===== src/rtl/alu_rr_arbiter_pkg.sv =====
package alu_rr_arbiter_pkg;

  localparam int unsigned NUM_REQ = 2;

  typedef enum logic [1:0] {
    ADD = 2'b00,
    SUB = 2'b01,
    AND = 2'b10,
    OR  = 2'b11
  } OP_t;

  typedef enum logic [1:0] {
    No_Shift    = 2'b00,
    Shift_Right = 2'b01,
    Shift_Left  = 2'b10
  } SH_t;

  typedef enum logic [1:0] {
    IDLE = 2'b00,
    EXEC = 2'b01,
    RESP = 2'b10
  } ARB_t;

endpackage


===== src/rtl/alu_rr_arbiter_alu_core.sv =====
module alu_core
  import alu_rr_arbiter_pkg::*;
#(
  parameter int unsigned WIDTH = 8
) (
  input  OP_t              op,
  input  logic [1:0]       sh,
  input  logic [WIDTH-1:0] a,
  input  logic [WIDTH-1:0] b,
  output logic [WIDTH-1:0] result,
  output logic             carry
);

  logic [WIDTH-1:0] a_sh;
  logic [WIDTH:0]   sum;

  always_comb begin
    a_sh = a;
    case (sh)
      Shift_Right: a_sh = {1'b0, a[WIDTH-1:1]};
      Shift_Left:  a_sh = {a[WIDTH-2:0], 1'b0};
      default:     a_sh = a;
    endcase
  end

  // SUB reports borrow, i.e. the inverted carry-out of A' + ~B + 1.
  always_comb begin
    sum    = '0;
    result = '0;
    carry  = 1'b0;
    case (op)
      ADD: begin
        sum    = {1'b0, a_sh} + {1'b0, b};
        result = sum[WIDTH-1:0];
        carry  = sum[WIDTH];
      end
      SUB: begin
        sum    = {1'b0, a_sh} + {1'b0, ~b} + (WIDTH+1)'(1);
        result = sum[WIDTH-1:0];
        carry  = ~sum[WIDTH];
      end
      AND:     result = a_sh & b;
      OR:      result = a_sh | b;
      default: result = '0;
    endcase
  end

endmodule


===== src/rtl/alu_rr_arbiter.sv =====
module alu_rr_arbiter
  import alu_rr_arbiter_pkg::*;
#(
  parameter int unsigned WIDTH = 8
) (
  input  logic                            clk,
  input  logic                            rst,
  input  logic [NUM_REQ-1:0]              req_valid,
  output logic [NUM_REQ-1:0]              req_ready,
  input  logic [NUM_REQ-1:0][1:0]         req_op,
  input  logic [NUM_REQ-1:0][1:0]         req_sh,
  input  logic [NUM_REQ-1:0][WIDTH-1:0]   req_a,
  input  logic [NUM_REQ-1:0][WIDTH-1:0]   req_b,
  output logic                            rsp_valid,
  input  logic                            rsp_ready,
  output logic                            rsp_id,
  output logic [WIDTH-1:0]                rsp_data,
  output logic                            rsp_carry,
  output logic                            busy
);

  ARB_t             state;
  logic             rr_ptr;
  OP_t              op_q;
  logic [1:0]       sh_q;
  logic [WIDTH-1:0] a_q;
  logic [WIDTH-1:0] b_q;
  logic             id_q;
  logic             grant_vld;
  logic             grant_id;
  logic [WIDTH-1:0] alu_result;
  logic             alu_carry;

  always_comb begin
    grant_vld = 1'b0;
    grant_id  = 1'b0;
    if (!rst && state == IDLE) begin
      if (&req_valid) begin
        grant_vld = 1'b1;
        grant_id  = rr_ptr;
      end else if (req_valid[0]) begin
        grant_vld = 1'b1;
        grant_id  = 1'b0;
      end else if (req_valid[1]) begin
        grant_vld = 1'b1;
        grant_id  = 1'b1;
      end
    end
    req_ready = '0;
    if (grant_vld) req_ready[grant_id] = 1'b1;
  end

  alu_core #(.WIDTH(WIDTH)) u_alu (
    .op     (op_q),
    .sh     (sh_q),
    .a      (a_q),
    .b      (b_q),
    .result (alu_result),
    .carry  (alu_carry)
  );

  always_ff @(posedge clk) begin
    if (rst) begin
      state     <= IDLE;
      rr_ptr    <= 1'b0;
      op_q      <= ADD;
      sh_q      <= '0;
      a_q       <= '0;
      b_q       <= '0;
      id_q      <= 1'b0;
      rsp_valid <= 1'b0;
      rsp_id    <= 1'b0;
      rsp_data  <= '0;
      rsp_carry <= 1'b0;
      busy      <= 1'b0;
    end else begin
      case (state)
        IDLE: begin
          if (grant_vld) begin
            op_q  <= OP_t'(req_op[grant_id]);
            sh_q  <= req_sh[grant_id];
            a_q   <= req_a[grant_id];
            b_q   <= req_b[grant_id];
            id_q  <= grant_id;
            busy  <= 1'b1;
            state <= EXEC;
          end
        end
        EXEC: begin
          rsp_data  <= alu_result;
          rsp_carry <= alu_carry;
          rsp_id    <= id_q;
          rsp_valid <= 1'b1;
          state     <= RESP;
        end
        RESP: begin
          if (rsp_ready) begin
            rsp_valid <= 1'b0;
            busy      <= 1'b0;
            rr_ptr    <= ~id_q;
            state     <= IDLE;
          end
        end
        default: state <= IDLE;
      endcase
    end
  end

endmodule


===== config.mk =====
export PLATFORM = sky130hd
export DESIGN_NAME = alu_rr_arbiter
export DESIGN_NICKNAME = d
export VERILOG_FILES = /design/src/rtl/alu_rr_arbiter_pkg.sv /design/src/rtl/alu_rr_arbiter_alu_core.sv /design/src/rtl/alu_rr_arbiter.sv
export SDC_FILE = /design/constraint.sdc
export NUM_CORES = 1
export LEC_CHECK = 0
export ABC_AREA = 1
export ABC_CLOCK_PERIOD_IN_PS = 7650
export BUFFER_PORTS_ARGS = -buffer_cell sky130_fd_sc_hd__buf_2
export CORE_ASPECT_RATIO = 0.7
export CORE_UTILIZATION = 60
export CTS_BUF_LIST = sky130_fd_sc_hd__clkbuf_4
export DETAILED_ROUTE_END_ITERATION = 8
export HOLD_SLACK_MARGIN = 0.1
export PLACE_DENSITY = 0.91
export SLEW_MARGIN = 20
export SYNTH_ARGS = -nofsm -noshare
export SYNTH_HDL_FRONTEND = slang
export SYNTH_SLANG_ARGS = --single-unit

===== constraint.sdc =====
create_clock -name clk -period 7.65 [get_ports clk]
set_input_delay 0.3825 -clock clk [delete_from_list [all_inputs] [get_ports clk]]
set_output_delay 0.3825 -clock clk [all_outputs]
set_load 0.1 [all_outputs]

==> summary.md <==
| Metric | Value |
|---|---|
| Seq/Total Area, Yosys | 26.8% |
| Crit path largest cell delay | between 400 and 500 ps |
| Max-slew headroom | 30.1% |
| # port buffers | 58 |
| Pin count of the biggest net entering global routing | 26 |
| Leakage Power | 1.47 nW |
| Pwr dens | 210 mW/mm2 |
| Worst slew pin tran | between 1000 and 1500 ps |
| HPWL after DPL | 5420 um |
| Die width | 82.1 um |
| Gpl congestion | 1.03 |
| Hold_buf cts | 0 |
| Area Overhead vs Synth | 11.5% |
| # resized after CTS | 0 |
| Remaining DRCs | 0 |
| Die area | 0.00476 mm2 |
| Max VDD drop | 0.177 mV |
| Initial antenna violation count | 0 |
| Minimum clock period | 3050 ps |
| CTS tree | done |
| Initial DRT Pass Iterations | 6 |
| Die Height | 58.1 um |
| Most frequent cells in the layout | nand2_1 (80), inv_1 (64), buf_2 (58) |
| Hold Crit Start | req_b[2] |
| Post-synthesis mux area share | 0% |
| Largest family of logic cells by synthesized area | simple AND/OR/NAND/NOR gates |
| Drt total wl | 7050 um |
| WHS Endpoint | b_q[2] |
| Share of cells above drive strength 1 | 15.9% |
| Worst-skew pair later-pin latency | 360 ps |
| Initial Utilization | 65.5% |
| Skew final | 19.9 ps |
| N_diodes | 0 |
| Drt initial violations | 286 |
| CP max FO | 15 |
| Synth Area in Compound Gates | 20.9% |
| CTS root buf | clkbuf_4 |
| Pins Over Slew Limit | 0 |
| Met2 wire len | slightly above 3000 um |
| Core Area | 0.00411 mm2 |
| Synth area leader | dfxtp_1 |
| Total grt overflow | 0 |
| Hold Path Depth | 3 |
| Bufs on Longest Clock Path | 2 |
| Synth cell types | 29 |
| XOR/XNOR share of the synthesized area | 0.651% |
| Worst hold path class | in -> reg |
| Total CTS buffers | 5 |
| Synth top area cells | dfxtp_1 (27%), ha_1 (13%), nand2_1 (11%), inv_1 (8.9%), o21ai_0 (7.1%) |
| Startpoint types | flop |
| Flop2flop setup slack | 4600 ps |
| Avg Synthesized Cell Area | 6.71 um2 |
| Cell Chain, Critical Path | inv_1, ha_1, inv_1, o221ai_1, o21ai_0, inv_1, ha_1, inv_1, a21oi_1, nor2_1, nor2_1, nand3_1, nand2_1, nor2_1, nor2_1, nor2_1 |
| Top cell type's share of synthesized area | 26.8% |
| H-tree lvl count | 2 |
| Met1 WL | ~3300 um |
| Most common cell after layout, fill and taps aside | nand2_1 |
| Classification of the worst setup path | reg -> reg |
| Critical Path AT | 3300 ps |
| Yosys reg bits | 36 |
| Post-Synth Adder-Cell Area | between 10% and 20% |
| Reg2reg path depth | 16 |
| Wire per inst | between 10 and 15 um |
| First-pass GRT wire length | 11100 um |
| Crit path required time | between 7000 and 8000 ps |
| Setup TNS | 0 ps |
| Crit share post-route | 39.8% |
| RSZ-0062 raised after global routing | false |
| # rows | 19 |
| Fill cells | 334 |
| Status | completed |
| Clock sinks | 36 |
| Crit. End Element | flop |
| Post-CTS Setup Repair Bufs | 0 |
| Final core utilization | 73.0% |
| Final net count | 525 |
| Slowest stage cell, crit path | ha_1 |
| Detail Route Antenna Nets | 0 |
| Max-Cap Viols | 0 |
| Yosys warns | 0 |
| RR Endpoint | rsp_data[7] |
| Vias in the first global route | 2447 |
| Via count | 2860 |
| Max Freq | 328 MHz |
| RR Startpoint | sh_q[0] |
| Reg clk slew, reported paths | around 130 ps |
| Total track usage | 31.1% |
| Setup Viol. Count Final | 0 |
| Highest metal used | met4 |
| Worst path most repeated cell | nor2_1 |
| Cells after synthesis | 401 |
| Final hold violations | 0 |
| Simple-Gate Fraction of Synth Area | between 20% and 30% |
| Post-synthesis net count | 475 |
| Met3 WL post-DR | 604 um |
| Ports | 59 |
| Via/cell ratio | 5.67 |
| Synthesized area | between 0.002 and 0.003 mm2 |
## state kept, by name (all words and copies together), names as in the netlist
signal     flops
sh_q           2
rsp_carry      1
rsp_valid      1
id_q           1
b_q            8
busy           1
a_q            8
state          2
rsp_data       8
op_q           2
rsp_id         1
rr_ptr         1
## synthesized netlist by cell type
library cell	n
clkinv_2	1
inv_1	64
o21ai_0	38
xor2_1	2
a21oi_1	32
nor2_8	1
a221oi_1	2
dfxtp_1	36
nand2_1	80
ha_1	27
clkbuf_1	7
o21bai_1	2
a31oi_1	9
nand3_4	1
nand3_1	19
and2_1	1
nor3_1	5
nor2_1	40
o21ai_1	4
nand4_1	6
or2_2	1
o2111ai_1	1
o221ai_1	5
or2_1	1
o22ai_1	5
a211oi_4	1
fa_1	2
buf_6	6
buf_2	2
## cell families after synthesis
group | count (synthesis)
XOR/XNOR | 2
AND/OR/NAND/NOR | 155
AO/OA/AOI/OAI | 99
buffers and inverters | 80
flip-flops | 36
adder cells (fa/ha/maj) | 29
## metal layers
layer  GRT usage (%)  vias to the layer above
met5               0                        -
met4            10.5                        0
met3            6.30                       19
met2            48.6                      154
met1            42.7                     1275
li1                -                     1412
## final cells by class
class	count	area, um2	share of cell area (%)
clock buffer	5	37.5	1.25
sequential	36	721	24.0
multi-input combinational	285	1630	54.1
clock inverter	3	18.8	0.625
inverter	65	245	8.17
timing repair buffer	58	290	9.67
tap	52	65.1	2.17
## per-stage QoR
step                area (um2)  cells  setup slack (ps)  hold slack, ps  total power, mW
CTS                       3000    504              4680             241            0.625
global route              3000    504              4420             256            0.672
detailed placement        2940    496              4710             460            0.521
global placement          2940    496              4780             451            0.513
finish                    3000    504              4600             240            0.632
floorplan                 2690    401              5060             428            0.456
## power by group
part / switching, mW / leakage [nW] / total (mW) / internal [mW]
sequential: 0.0109 / 0.296 / 0.216 / 0.205
combinational: 0.220 / 1.14 / 0.310 / 0.0897
clock: 0.0711 / 0.0349 / 0.106 / 0.0353
total: 0.302 / 1.47 / 0.632 / 0.330
## how the worst max path moves through the flow
stage             from           to  depth (start not counted)
6_report       sh_q[0]  rsp_data[7]                         16
4_1_cts        sh_q[0]  rsp_data[7]                         16
5_1_grt        sh_q[0]  rsp_data[3]                         14
2_1_floorplan  sh_q[0]  rsp_data[4]                         15
3_5_place_dp   sh_q[0]  rsp_data[7]                         16
3_3_place_gp   sh_q[0]  rsp_data[7]                         16
## worst max-delay path: cells and delay by family, from the launching register on
| family | cells | cell delay (ps) |
|---|---|---|
| AOI/OAI and AO/OA | 3 | 640 |
| buffers and inverters | 4 | 590 |
| DFF | 1 | 370 |
| adders and majority gates | 2 | 760 |
| and+or+nand+nor | 7 | 570 |
(Power assumes the default switching activity.)
